--- config.mk ---
export PLATFORM = sky130hd
export DESIGN_NAME = one_result_collector
export DESIGN_NICKNAME = d
export VERILOG_FILES = /design/src/rtl/one_result_collector.sv
export SDC_FILE = /design/constraint.sdc
export NUM_CORES = 1
export LEC_CHECK = 0
export ABC_AREA = 1
export BUFFER_PORTS_ARGS = -buffer_cell sky130_fd_sc_hd__buf_2
export CAP_MARGIN = 0
export CORE_AREA = 2 2 106 108
export DETAILED_ROUTE_END_ITERATION = 12
export DIE_AREA = 0 0 108 110
export PLACE_DENSITY = 0.74
export SYNTH_ARGS = -nofsm -noshare
export SYNTH_HDL_FRONTEND = slang
export SYNTH_SLANG_ARGS = --single-unit
--- constraint.sdc ---
create_clock -name clk -period 1.7 [get_ports clk]
set_input_delay 0.425 -clock clk [delete_from_list [all_inputs] [get_ports clk]]
set_output_delay 0.425 -clock clk [all_outputs]
set_load 0.005 [all_outputs]
--- src/rtl/one_result_collector.sv ---
// Result collector for the latency-LATENCY `one` adder pipeline: tracks real
// operations, buffers their results in a FIFO and issues producer credits.
module one_result_collector #(
    parameter int W       = 32,
    parameter int LATENCY = 2,
    parameter int DEPTH   = 4
) (
    input  logic                       clk,
    input  logic                       rst,
    input  logic                       issue,
    output logic                       credit_ok,
    input  logic [W-1:0]               pipe_out,
    output logic [W-1:0]               out_data,
    output logic                       out_valid,
    input  logic                       out_ready,
    output logic [$clog2(DEPTH+1)-1:0] occupancy,
    output logic                       overflow
);

    localparam int PW = $clog2(DEPTH);
    localparam int CW = $clog2(DEPTH+1);

    logic [LATENCY-1:0] vld;
    logic [W-1:0]       mem [DEPTH];
    logic [PW-1:0]      wr_ptr;
    logic [PW-1:0]      rd_ptr;
    logic [CW-1:0]      count;
    logic [CW-1:0]      inflight;
    logic               accept;
    logic               push;
    logic               pop;

    // Every tracked slot is already reserved against the FIFO, so credit
    // counts both the pipeline contents and the buffered results.
    always_comb begin
        inflight = '0;
        for (int i = 0; i < LATENCY; i++) begin
            inflight = inflight + CW'(vld[i]);
        end
    end

    assign occupancy = inflight + count;
    assign credit_ok = (occupancy < CW'(DEPTH));
    assign accept    = issue & credit_ok;
    assign push      = vld[LATENCY-1];
    assign out_valid = (count != '0);
    assign pop       = out_valid & out_ready;
    assign out_data  = mem[rd_ptr];

    // NOTE: sequential state uses non-blocking assignments so every register
    // samples the pre-edge values, independent of statement order.
    always_ff @(posedge clk) begin
        if (rst) begin
            vld      <= '0;
            wr_ptr   <= '0;
            rd_ptr   <= '0;
            count    <= '0;
            overflow <= 1'b0;
        end else begin
            vld[0] <= accept;
            for (int i = 1; i < LATENCY; i++) begin
                vld[i] <= vld[i-1];
            end

            if (issue && !credit_ok) begin
                overflow <= 1'b1;
            end

            // DEPTH is a power of two, so pointer wrap is the natural rollover.
            if (push) begin
                wr_ptr <= wr_ptr + 1'b1;
            end
            if (pop) begin
                rd_ptr <= rd_ptr + 1'b1;
            end

            case ({push, pop})
                2'b10:   count <= count + 1'b1;
                2'b01:   count <= count - 1'b1;
                default: count <= count;
            endcase
        end
    end

    // NOTE: the storage array has no reset; entries are only read once
    // count says they were written, so clearing them would buy nothing.
    always_ff @(posedge clk) begin
        if (push) begin
            mem[wr_ptr] <= pipe_out;
        end
    end

    // Credit accounting guarantees a landing result always finds a free slot.
    assert property (@(posedge clk) disable iff (rst) push |-> (count < CW'(DEPTH)));

endmodule

==> impl_summary.txt <==
----------------------------------------------------
[Outcome]
  Run status ... complete, but fails checks
  Violations in the final reports ... negative setup slack

[Yosys]
  Yosys cell types ... 19
  Post-synth net total ... 433
  Area contributors post-synth ... sky130_fd_sc_hd__edfxtp_1, sky130_fd_sc_hd__nor2_1, sky130_fd_sc_hd__dfxtp_1
  Sequential fraction of the synthesis area ... 75.9%
  Number of synthesized register bits ... 140
  Warning count from the yosys run ... 0
  Count of mapped cells out of synthesis ... 389
  Area fraction of the dominant cell type after synthesis ... 71.5%
  Netlist area before placement ... 5380 µm²
  Yosys top cell by area ... sky130_fd_sc_hd__edfxtp_1
  Per-instance average area after synthesis ... 13.8 µm²

[Setup path]
  Element type at the critical path start ... flop
  Kind of critical path ... flop to primary output
  Data arrival at the endpoint of the critical path ... 1880 ps
  Type of destination of the critical path ... primary output
  Worst Path Required ... 1270 ps
  Max FO, Critical Path ... 3

[Power and ir drop]
  Static leakage ... 2.89 nW
  Switch share ... 30.2%
  Fraction of power consumed by the clock network ... 31.6%
  Sequential Power Share ... 34.3%
  Peak VDD IR ... 794 µV
  Internal power ... 8.12 mW
  Part of the power in combinational logic ... 34.1%
  Ratio of total power to cell area ... 1460 nW/µm²
  Switching pwr ... 3.51 mW

[Global routing]
  Global-route wire length before repair ... 19,700 µm
  Vias in the first global route ... 3,773
  Antenna violations before repair ... 1
  Total global routing overflow ... 0
  Global-route usage over all layers ... 22.9%
  Maximum number of pins on one net before global-route repair ... 22

[CTS]
  Clock-pin transition on the worst setup and hold timing paths ... 60 ps
  Root buffer cell ... sky130_fd_sc_hd__clkbuf_8
  Clock tree from TritonCTS ... done
  Number of clock sinks ... 140
  Worst-case clock buffer depth ... 2
  Depth of the CTS H-tree ... 4
  Cts bufs inserted ... 17
  Clock network latency to the later pin of the worst-skew pair ... 520 ps

[Min path]
  Worst min-delay path category ... input pin to flop

[Layout]
  Design area ... 7970 µm²
  Final-stage net count ... 573
  Most used cells in the layout excluding fill and tap cells ... sky130_fd_sc_hd__edfxtp_1, sky130_fd_sc_hd__buf_2, sky130_fd_sc_hd__o21ai_2
  Cell Count, Final, Fillers Out ... 683
  Area growth from synthesis to layout ... 48.2%
  Most frequent standard cell in the layout excluding fill and tap cells ... sky130_fd_sc_hd__edfxtp_1
  Fraction of final layout cells sized beyond drive strength 1 ... 55.5%

[Routing]
  Post-route DRC ... 0
  Antenna-violating nets left ... 0
  Initial detailed-routing violation count ... 272
  Wire length per cell ... 20.5 µm
  Sum of routed wire length over all layers ... 14,000 µm
  Via count ... 3,792
  1st-pass router iterations ... 6
  Vias per inst ... 5.55

[STA]
  Final worst path period share ... 135%
  F_max ... 0.434 GHz
  Final-report max-slew violation count ... 0
  Worst Setup Slack, final ... -602 ps
  Slew margin rel. ... 79.0%
  Final setup viols ... 40
  Worst Skew ... 8.30 ps
  Worst-margin pin slew ... 315 ps
  Final hold violation count ... 0
  Unrepaired setup endpoints after global routing ... yes
  Minimum clock period after layout ... 2300 ps

[Place]
  Final RePlAce weighted congestion ... 0.735
  HPWL reported at the end of detailed placement ... 6590 µm
  Cells after DPL ... 614
  Post-DP Area ... 6050 µm²
  Port Buffers ... 73

[Floorplanning]
  Area of the core ... 10,700 µm²
  Initial Util ... 50.3%
  Number of I/O pins ... 74
  Die ar. ... 11,900 µm²
  Die Span X ... 108 µm
  Row cnt ... 38
  Vertical extent of the die ... 110 µm

[Job]
  Number of max-cap violations ... 0

----------------------------------------------------
## path summary, 6_finish.rpt
kind,from,end,slack (ps),cells past startpoint
setup / recovery,vld[0],credit_ok,-600,7
hold / removal,rst,vld[1],80,2
setup reg to reg,vld[0],overflow,-520,14
hold reg to reg,overflow,overflow,470,2
## critical path, stage by stage, from the launching register on
cell                      delay [ps]
sky130_fd_sc_hd__dfxtp_2         320
sky130_fd_sc_hd__inv_2            40
sky130_fd_sc_hd__fa_2            380
sky130_fd_sc_hd__inv_2            70
sky130_fd_sc_hd__ha_4            150
sky130_fd_sc_hd__xor2_4          180
sky130_fd_sc_hd__inv_2            70
sky130_fd_sc_hd__buf_2           140
## metrics by stage
step | total power, mW | TNS, ps | hold slack (ps) | utilization (%) | setup WS (ps)
after global routing | 12.1 | -17390 | 85.0 | 74.5 | -652
after detailed placement | 6.03 | -202 | 447 | 56.6 | -104
after global placement | 5.96 | -113 | 439 | 56.6 | -82.5
after CTS | 11.2 | -13670 | 81.9 | 71.6 | -532
after floorplan | 5.21 | 0 | 435 | - | 10.9
final | 11.6 | -15150 | 83.7 | 74.5 | -602
## state kept, by name (all words and copies together) (netlist names), named ones only
signal	count
mem	128
overflow	1
rd_ptr	2
count	3
wr_ptr	2
vld	2
## power groups by stage
stage | combinational (mW) | sequential (mW) | clock [mW]
2_1_floorplan | 1.20 | 4.01 | 0
3_3_place_gp | 1.92 | 4.04 | 0
3_5_place_dp | 1.99 | 4.04 | 0
4_1_cts | 3.59 | 3.98 | 3.66
5_1_grt | 4.23 | 4.00 | 3.82
6_report | 3.97 | 3.99 | 3.67
## metal layers
| metal | global-route usage [%] | vias up | share of wire, % |
|---|---|---|---|
| met1 | 27.2 | 1868 | 38 |
| met5 | 0 | - | 0 |
| met4 | 10.9 | 0 | 2.6 |
| met3 | 5.35 | 36 | 6.2 |
| met2 | 39.6 | 175 | 53 |
| li1 | - | 1713 | - |
## timing repair
action | CTS | global route
pin swaps | 45 | 36
setup endpoints to repair | 38 | 41
setup buffers | 26 | 4
resized for setup | 172 | 83
hold buffers | 0 | 0
cloned | 11 | 1
## cell type report
type / count / area, µm²
well taps: 140 / 175
fillers: 631 / 2720
clock inverters: 13 / 165
repair buffers: 137 / 1220
flip-flops and latches: 140 / 4100
multi-input cells: 207 / 1730
clock buffers: 19 / 422
inverters: 23 / 113
repair inverters: 3 / 52.6
diodes: 1 / 2.50
## synthesized netlist by cell type
cell type,instances
sky130_fd_sc_hd__o21ai_0,40
sky130_fd_sc_hd__dfxtp_1,12
sky130_fd_sc_hd__nand2_1,17
sky130_fd_sc_hd__ha_1,6
sky130_fd_sc_hd__buf_4,3
sky130_fd_sc_hd__buf_2,6
sky130_fd_sc_hd__clkbuf_1,1
sky130_fd_sc_hd__inv_8,1
sky130_fd_sc_hd__buf_6,9
sky130_fd_sc_hd__o22ai_1,32
sky130_fd_sc_hd__inv_2,1
sky130_fd_sc_hd__nand3_1,3
sky130_fd_sc_hd__fa_1,2
sky130_fd_sc_hd__nor2_1,72
sky130_fd_sc_hd__o21ai_1,29
sky130_fd_sc_hd__edfxtp_1,128
sky130_fd_sc_hd__inv_1,21
sky130_fd_sc_hd__xor2_1,1
sky130_fd_sc_hd__a21oi_1,5
## cell families (layout without fill, tap and decap cells)
group	Yosys count	in the layout	share of synthesized area, %
AND/OR/NAND/NOR	92	92	6.49
XOR/XNOR	1	1	0.163
buffers and inverters	42	195	4.68
flip-flops	140	140	75.9
AO/OA/AOI/OAI	106	106	10.6
adder cells (fa/ha/maj)	8	8	2.14
other	0	1	0
Note: power is estimated with default switching activity, not from simulation.
